`config.mk`:
```
export PLATFORM = sky130hd
export DESIGN_NAME = dmem_port_arbiter_flat
export DESIGN_NICKNAME = d
export VERILOG_FILES = /design/src/rtl/dmem_port_arbiter_if.sv /design/src/rtl/dmem_port_arbiter.sv /design/src/flat_wrapper.sv
export SDC_FILE = /design/constraint.sdc
export NUM_CORES = 1
export LEC_CHECK = 0
export ABC_AREA = 0
export CAP_MARGIN = 20
export CORE_AREA = 4 4 115 117
export CTS_CLUSTER_DIAMETER = 80
export CTS_CLUSTER_SIZE = 14
export DETAILED_ROUTE_END_ITERATION = 16
export DIE_AREA = 0 0 119 121
export PLACE_DENSITY = 0.82
export SLEW_MARGIN = 20
export SYNTH_ARGS = -nofsm -noshare
export SYNTH_HDL_FRONTEND = slang
export SYNTH_SLANG_ARGS = --single-unit
```
`constraint.sdc`:
```
create_clock -name clk -period 11.5 [get_ports clk]
set_input_delay 3.45 -clock clk [delete_from_list [all_inputs] [get_ports clk]]
set_output_delay 3.45 -clock clk [all_outputs]
set_load 0.02 [all_outputs]
```
`src/rtl/dmem_port_arbiter_if.sv`:
```
`default_nettype none
// ============================================================================
// Module   : dmem_port_arbiter_if
// Brief    : Bundle of the CPU, aux and data-memory signals of the port arbiter.
// Revision : 1.0 - initial release
// ============================================================================
interface dmem_port_arbiter_if #(
  parameter int NBits = 32
);
  logic             cpu_req;
  logic             cpu_we;
  logic [NBits-1:0] cpu_addr;
  logic [NBits-1:0] cpu_wdata;
  logic             cpu_gnt;
  logic             cpu_stall;
  logic             cpu_rvalid;
  logic [NBits-1:0] cpu_rdata;
  logic             cpu_err;

  logic             aux_req;
  logic             aux_we;
  logic [NBits-1:0] aux_addr;
  logic [NBits-1:0] aux_wdata;
  logic             aux_gnt;
  logic             aux_rvalid;
  logic [NBits-1:0] aux_rdata;
  logic             aux_err;

  logic             mem_we;
  logic             mem_re;
  logic [NBits-1:0] mem_addr;
  logic [NBits-1:0] mem_wdata;
  logic [NBits-1:0] mem_rdata;

  // Arbiter side.
  modport slave (
    input  cpu_req, cpu_we, cpu_addr, cpu_wdata,
    output cpu_gnt, cpu_stall, cpu_rvalid, cpu_rdata, cpu_err,
    input  aux_req, aux_we, aux_addr, aux_wdata,
    output aux_gnt, aux_rvalid, aux_rdata, aux_err,
    output mem_we, mem_re, mem_addr, mem_wdata,
    input  mem_rdata
  );

  // Requesters and memory side.
  modport master (
    output cpu_req, cpu_we, cpu_addr, cpu_wdata,
    input  cpu_gnt, cpu_stall, cpu_rvalid, cpu_rdata, cpu_err,
    output aux_req, aux_we, aux_addr, aux_wdata,
    input  aux_gnt, aux_rvalid, aux_rdata, aux_err,
    input  mem_we, mem_re, mem_addr, mem_wdata,
    output mem_rdata
  );
endinterface
`default_nettype wire

```
`src/rtl/dmem_port_arbiter.sv`:
```
`default_nettype none
// ============================================================================
// Module   : dmem_port_arbiter
// Brief    : Shares the data-memory port between the CPU MEM stage and an aux
//            loader port, with address translation and legality checking.
// Revision : 1.0 - initial release
// ============================================================================
module dmem_port_arbiter #(
  parameter int               NBits        = 32,
  parameter int               MEMORY_DEPTH = 512,
  parameter logic [NBits-1:0] ADDR_OFFSET  = 'hFBFF_C000,
  parameter int               AUX_MAX_WAIT = 4
) (
  input  wire logic          clk,
  input  wire logic          reset,
  dmem_port_arbiter_if.slave bus
);

  localparam int               c_CNT_W    = $clog2(AUX_MAX_WAIT + 1);
  localparam logic [c_CNT_W-1:0] c_MAX_WAIT = c_CNT_W'(AUX_MAX_WAIT);
  localparam logic [NBits-1:0] c_LIMIT    = NBits'(MEMORY_DEPTH * 4);

  logic [c_CNT_W-1:0] r_auxWaitCnt;
  logic               r_cpuRvalid;
  logic [NBits-1:0]   r_cpuRdata;
  logic               r_cpuErr;
  logic               r_auxRvalid;
  logic [NBits-1:0]   r_auxRdata;
  logic               r_auxErr;

  logic [NBits-1:0]   w_cpuTaddr;
  logic [NBits-1:0]   w_auxTaddr;
  logic               w_cpuLegal;
  logic               w_auxLegal;
  logic               w_auxForce;
  logic               w_cpuGnt;
  logic               w_auxGnt;
  logic               w_cpuResp;
  logic               w_auxResp;
  logic [NBits-1:0]   w_selTaddr;
  logic [NBits-1:0]   w_selWdata;
  logic               w_selWe;
  logic               w_selLegal;

  function automatic logic isLegal(input logic [NBits-1:0] taddr);
    return (taddr < c_LIMIT) && (taddr[1:0] == 2'b00);
  endfunction

  assign w_cpuTaddr = bus.cpu_addr + ADDR_OFFSET;
  assign w_auxTaddr = bus.aux_addr + ADDR_OFFSET;
  assign w_cpuLegal = isLegal(w_cpuTaddr);
  assign w_auxLegal = isLegal(w_auxTaddr);

  // CPU has priority until the aux port has starved for AUX_MAX_WAIT cycles.
  assign w_auxForce = (r_auxWaitCnt == c_MAX_WAIT);
  assign w_cpuGnt   = reset & bus.cpu_req & ~(bus.aux_req & w_auxForce);
  assign w_auxGnt   = reset & bus.aux_req & (~bus.cpu_req | w_auxForce);

  // Reads and illegal accesses produce a response; legal writes do not.
  assign w_cpuResp  = ~bus.cpu_we | ~w_cpuLegal;
  assign w_auxResp  = ~bus.aux_we | ~w_auxLegal;

  always_comb begin
    w_selTaddr = '0;
    w_selWdata = '0;
    w_selWe    = 1'b0;
    w_selLegal = 1'b0;
    if (w_auxGnt) begin
      w_selTaddr = w_auxTaddr;
      w_selWdata = bus.aux_wdata;
      w_selWe    = bus.aux_we;
      w_selLegal = w_auxLegal;
    end else if (w_cpuGnt) begin
      w_selTaddr = w_cpuTaddr;
      w_selWdata = bus.cpu_wdata;
      w_selWe    = bus.cpu_we;
      w_selLegal = w_cpuLegal;
    end
  end

  assign bus.mem_addr  = w_selTaddr;
  assign bus.mem_wdata = w_selWdata;
  assign bus.mem_we    = w_selLegal & w_selWe;
  assign bus.mem_re    = w_selLegal & ~w_selWe;

  always_ff @(posedge clk) begin
    if (!reset) begin
      r_auxWaitCnt <= '0;
      r_cpuRvalid  <= 1'b0;
      r_cpuRdata   <= '0;
      r_cpuErr     <= 1'b0;
      r_auxRvalid  <= 1'b0;
      r_auxRdata   <= '0;
      r_auxErr     <= 1'b0;
    end else begin
      r_cpuRvalid <= w_cpuGnt & w_cpuResp;
      if (w_cpuGnt && w_cpuResp) begin
        r_cpuRdata <= w_cpuLegal ? bus.mem_rdata : '0;
        r_cpuErr   <= ~w_cpuLegal;
      end
      r_auxRvalid <= w_auxGnt & w_auxResp;
      if (w_auxGnt && w_auxResp) begin
        r_auxRdata <= w_auxLegal ? bus.mem_rdata : '0;
        r_auxErr   <= ~w_auxLegal;
      end
      if (bus.aux_req && !w_auxGnt) begin
        if (r_auxWaitCnt != c_MAX_WAIT) begin
          r_auxWaitCnt <= r_auxWaitCnt + 1'b1;
        end
      end else begin
        r_auxWaitCnt <= '0;
      end
    end
  end

  assign bus.cpu_gnt    = w_cpuGnt;
  assign bus.cpu_stall  = bus.cpu_req & ~w_cpuGnt;
  // A response launched just before reset is suppressed rather than shown.
  assign bus.cpu_rvalid = r_cpuRvalid & reset;
  assign bus.cpu_rdata  = r_cpuRdata;
  assign bus.cpu_err    = r_cpuErr;
  assign bus.aux_gnt    = w_auxGnt;
  assign bus.aux_rvalid = r_auxRvalid & reset;
  assign bus.aux_rdata  = r_auxRdata;
  assign bus.aux_err    = r_auxErr;

endmodule
`default_nettype wire

```
`src/flat_wrapper.sv`:
```
// flat-port wrapper written by rule: the top's interface ports become plain ports
module dmem_port_arbiter_flat 
#(
  parameter int               NBits        = 32,
  parameter int               MEMORY_DEPTH = 512,
  parameter logic [NBits-1:0] ADDR_OFFSET  = 'hFBFF_C000,
  parameter int               AUX_MAX_WAIT = 4
)
  (clk, reset, bus_cpu_req, bus_cpu_we, bus_cpu_addr, bus_cpu_wdata, bus_cpu_gnt, bus_cpu_stall, bus_cpu_rvalid, bus_cpu_rdata, bus_cpu_err, bus_aux_req, bus_aux_we, bus_aux_addr, bus_aux_wdata, bus_aux_gnt, bus_aux_rvalid, bus_aux_rdata, bus_aux_err, bus_mem_we, bus_mem_re, bus_mem_addr, bus_mem_wdata, bus_mem_rdata);
  dmem_port_arbiter_if #(.NBits(NBits)) bus_i ();
  input  wire logic clk;
  input  wire logic reset;
  input wire logic [$bits(bus_i.cpu_req)-1:0] bus_cpu_req;
  input wire logic [$bits(bus_i.cpu_we)-1:0] bus_cpu_we;
  input wire logic [$bits(bus_i.cpu_addr)-1:0] bus_cpu_addr;
  input wire logic [$bits(bus_i.cpu_wdata)-1:0] bus_cpu_wdata;
  output wire logic [$bits(bus_i.cpu_gnt)-1:0] bus_cpu_gnt;
  output wire logic [$bits(bus_i.cpu_stall)-1:0] bus_cpu_stall;
  output wire logic [$bits(bus_i.cpu_rvalid)-1:0] bus_cpu_rvalid;
  output wire logic [$bits(bus_i.cpu_rdata)-1:0] bus_cpu_rdata;
  output wire logic [$bits(bus_i.cpu_err)-1:0] bus_cpu_err;
  input wire logic [$bits(bus_i.aux_req)-1:0] bus_aux_req;
  input wire logic [$bits(bus_i.aux_we)-1:0] bus_aux_we;
  input wire logic [$bits(bus_i.aux_addr)-1:0] bus_aux_addr;
  input wire logic [$bits(bus_i.aux_wdata)-1:0] bus_aux_wdata;
  output wire logic [$bits(bus_i.aux_gnt)-1:0] bus_aux_gnt;
  output wire logic [$bits(bus_i.aux_rvalid)-1:0] bus_aux_rvalid;
  output wire logic [$bits(bus_i.aux_rdata)-1:0] bus_aux_rdata;
  output wire logic [$bits(bus_i.aux_err)-1:0] bus_aux_err;
  output wire logic [$bits(bus_i.mem_we)-1:0] bus_mem_we;
  output wire logic [$bits(bus_i.mem_re)-1:0] bus_mem_re;
  output wire logic [$bits(bus_i.mem_addr)-1:0] bus_mem_addr;
  output wire logic [$bits(bus_i.mem_wdata)-1:0] bus_mem_wdata;
  input wire logic [$bits(bus_i.mem_rdata)-1:0] bus_mem_rdata;
  assign bus_i.cpu_req = bus_cpu_req;
  assign bus_i.cpu_we = bus_cpu_we;
  assign bus_i.cpu_addr = bus_cpu_addr;
  assign bus_i.cpu_wdata = bus_cpu_wdata;
  assign bus_cpu_gnt = bus_i.cpu_gnt;
  assign bus_cpu_stall = bus_i.cpu_stall;
  assign bus_cpu_rvalid = bus_i.cpu_rvalid;
  assign bus_cpu_rdata = bus_i.cpu_rdata;
  assign bus_cpu_err = bus_i.cpu_err;
  assign bus_i.aux_req = bus_aux_req;
  assign bus_i.aux_we = bus_aux_we;
  assign bus_i.aux_addr = bus_aux_addr;
  assign bus_i.aux_wdata = bus_aux_wdata;
  assign bus_aux_gnt = bus_i.aux_gnt;
  assign bus_aux_rvalid = bus_i.aux_rvalid;
  assign bus_aux_rdata = bus_i.aux_rdata;
  assign bus_aux_err = bus_i.aux_err;
  assign bus_mem_we = bus_i.mem_we;
  assign bus_mem_re = bus_i.mem_re;
  assign bus_mem_addr = bus_i.mem_addr;
  assign bus_mem_wdata = bus_i.mem_wdata;
  assign bus_i.mem_rdata = bus_mem_rdata;
  dmem_port_arbiter #(.NBits(NBits), .MEMORY_DEPTH(MEMORY_DEPTH), .ADDR_OFFSET(ADDR_OFFSET), .AUX_MAX_WAIT(AUX_MAX_WAIT)) u_core (.clk(clk), .reset(reset), .bus(bus_i));
endmodule
```
==> flow_summary.toml <==
[finish]
antenna_cells = 0
syn_to_final_growth_pct = 77.27
nets = 998
final_area_um2 = 7854
instances_no_fill = 1003
fin_util = 0.6353
drive_gt1_frac = 0.08785

[synth]
yosysTopAreaCell = "dfxtp_1"
synth_adder_area_share = 0.01694
synth_cells = 552
synth_top_family_by_area = "simple AND/OR/NAND/NOR gates"
synth-async-reset-ratio = 0
synthTopCellsByArea = "dfxtp_1 (32%), nand4_1 (10%), a22o_1 (9.3%), nand2_1 (6.9%), o21ai_2 (5.7%)"
synth_mux_area_frac = 0.002259
syn_area_um2 = 4430
synth_top_area_frac = 0.3208
synthSimpleGateAreaFrac = 0.2858
synth_compound_area_frac = 0.2615
synth_cell_types = 54
synth-seq-cells = 71
seq_area_frac_synth = 0.3208
synth_fp_nets = 724
synth_commonest_cells = "nand2_1 (82), nand4_1 (72), dfxtp_1 (71), a22o_1 (47), o21ai_0 (44)"
yosys.cell_count.top_type = "nand2_1"
synth_edf_count = 0
yosysWarnings = 0
synthFlopType = "dfxtp_1"
avgSynthCellArea_um2 = 8.026
synthXorXnorAreaFrac = 0.05337

[place]
io_buffers = 302
place_inst = 987
dp_hpwl_um = 16040
dp_slack_ns = 1.429
routabilityCongestion = 0.9518
place_area_um2 = 7545

[clock_network]
htreeDepth = 3
cts-resized-gates = 0
post_cts_buffers = 0
clk_pin_slew_worst_paths_ns = 0.06
clk_latency_ns = 0.33
cts-root-buf = "clkbuf_16"
numCtsBuffers = 9
clock_sinks = 71
holdBufCountCts = 0
cts_tree = "built"
ctsLongestPathBuffers = 2

[timing]
setup_tns_ns = 0
worst_pin_slew_ns = 0.8658
layout_setup_ws_ns = 1.388
timing.fmax_ghz = 0.09889
skew_ns = 0.005735
relSlewSlack = 0.4212
period_share = 0.8793
grt_setup_unrepaired = "no"
setup_viol = 0
final_max_slew_viol_count = 0
hold_slack_ns = 0.4587
hold_viol_final = 0
post-route-min-period_ns = 10.11

[global_route]
grt_overflow = 0
grt_usage = 0.2747
grt_antenna_before_repair = 0
grt_pass1_vias = 5436
grt_pass1_wl_um = 31210
grt_max_degree = 71

[die]
die_h_um = 121
start_util = 0.3584
row_count = 41
num_io_pins = 303
die_x_um = 119
core_um2 = 12360
die_area_um2 = 14400

[critical_path]
crit_top_cell = "clkdlybuf4s50_1"
crit_path_start_kind = "input port"
cp_data_required_time_ns = 8.05
arrival_ns = 6.66
path_max_fanout = 35
cpMaxStageDelayCell = "clkdlybuf4s50_1"
setup.worst_path.end_class = "output port"
crit_type = "in2out"
path_cells = "clkdlybuf4s50_1 -> inv_1 -> ha_1 -> or3b_2 -> nor4bb_1 -> o21ai_0 -> o31ai_4 -> buf_4 -> nand3_1 -> nand2_1 -> clkdlybuf4s50_1"
path_buf_inv = 4
crit_family = "buffers and inverters"
slowest_delay_ns = 0.63

[power]
power_frac_comb = 0.257
clockPowerShare = 0.398
power.total_uw = 716.6
powerDensity_nw_per_um2 = 91.24
p_leak_nw = 2.697
p_int_uw = 522.0
power_frac_seq = 0.346
max-vdd-ir-drop_mv = 0.07091
switching_share = 0.2715
p_switching_uw = 194.6

[routing]
dr.pass1.iters = 6
drt_iter0_drc = 616
wl_um = 20870
ant_nets = 0
vias = 5557
drc = 0
via_per_inst = 5.540
wire_per_inst_um = 20.81

[outcome]
run_status = "finished, final reports clean"

[job]
cap_violations = 0

[hold_path]
hold_path.class = "reg2reg"
[cell families after synthesis]
logic type	Yosys count
xor gates and xnor gates	27
buffers and inverters	60
DFF	71
and+or+nand+nor	233
adders and majority gates	6
muxes	1
AOI/OAI and AO/OA	154
[power by group through the flow]
stage | combinational, mW | sequential [mW] | clock [mW]
6_report | 0.184 | 0.248 | 0.285
5_1_grt | 0.194 | 0.248 | 0.297
4_1_cts | 0.183 | 0.248 | 0.288
3_5_place_dp | 0.182 | 0.253 | 0
3_3_place_gp | 0.180 | 0.253 | 0
2_1_floorplan | 0.0707 | 0.253 | 0
[worst reg2reg max path: stages (launching register included)]
cell and delay [ns]:
dfxtp_1 0.36, inv_1 0.05, ha_1 0.21, nand3_1 0.08, nand3_1 0.61, a21oi_2 0.32
buf_4 0.35, o21ai_0 0.17
[area by class of cell]
type | instances | area, um^2
well taps | 172 | 215.2
fillers | 1023 | 4509
clock buffers | 11 | 252.7
multi-input cells | 421 | 2770
repair buffers | 313 | 3100
inverters | 10 | 37.54
clock inverters | 5 | 56.30
flip-flops and latches | 71 | 1421
[per-layer routing]
layer	GRT usage	vias to the layer above	routed length (um)
li1	-	2634	-
met1	0.3441	2608	8501
met2	0.4677	287	10190
met3	0.07925	28	1764
met4	0.06227	0	409
met5	0	-	0
[path summary, 6_finish.rpt]
path / endpoint / slack (ns) / depth (start not counted) / start
setup reg to reg: u_core.bus.cpu_rdata[21] / 9.20 / 7 / u_core.r_auxWaitCnt[0]
setup / recovery: bus_mem_re / 1.39 / 11 / bus_aux_addr[14]
hold / removal: u_core.bus.aux_rdata[10] / 0.46 / 2 / u_core.bus.aux_rdata[10]
hold reg to reg: u_core.bus.aux_rdata[10] / 0.46 / 2 / u_core.bus.aux_rdata[10]
[registers in the layout (all words and copies together) (netlist names)]
| register | count |
|---|---|
| u_core.bus.cpu_err | 1 |
| u_core.r_auxRvalid | 1 |
| u_core.bus.aux_rdata | 32 |
| u_core.r_auxWaitCnt | 3 |
| u_core.bus.cpu_rdata | 32 |
| u_core.r_cpuRvalid | 1 |
| u_core.bus.aux_err | 1 |
[cell usage in the layout (no fill, tap or decap), types with 4 or more instances in the layout]
cell type,Yosys,routed
nand3_1,5,5
a22o_1,47,47
buf_4,0,11
clkdlybuf4s50_1,0,301
xnor2_1,15,15
nand4b_1,4,4
nand4_1,72,72
o22ai_1,10,10
inv_1,8,8
xor2_1,12,12
nand2_1,82,82
dfxtp_1,71,71
nor4b_1,7,7
or3_1,7,7
clkbuf_16,0,9
ha_1,6,6
nor2_1,11,9
o21ai_2,29,29
nor3_1,16,16
nor4_1,6,5
a21oi_1,7,6
o21ai_0,44,44
Power figures use the tool's default switching activity.
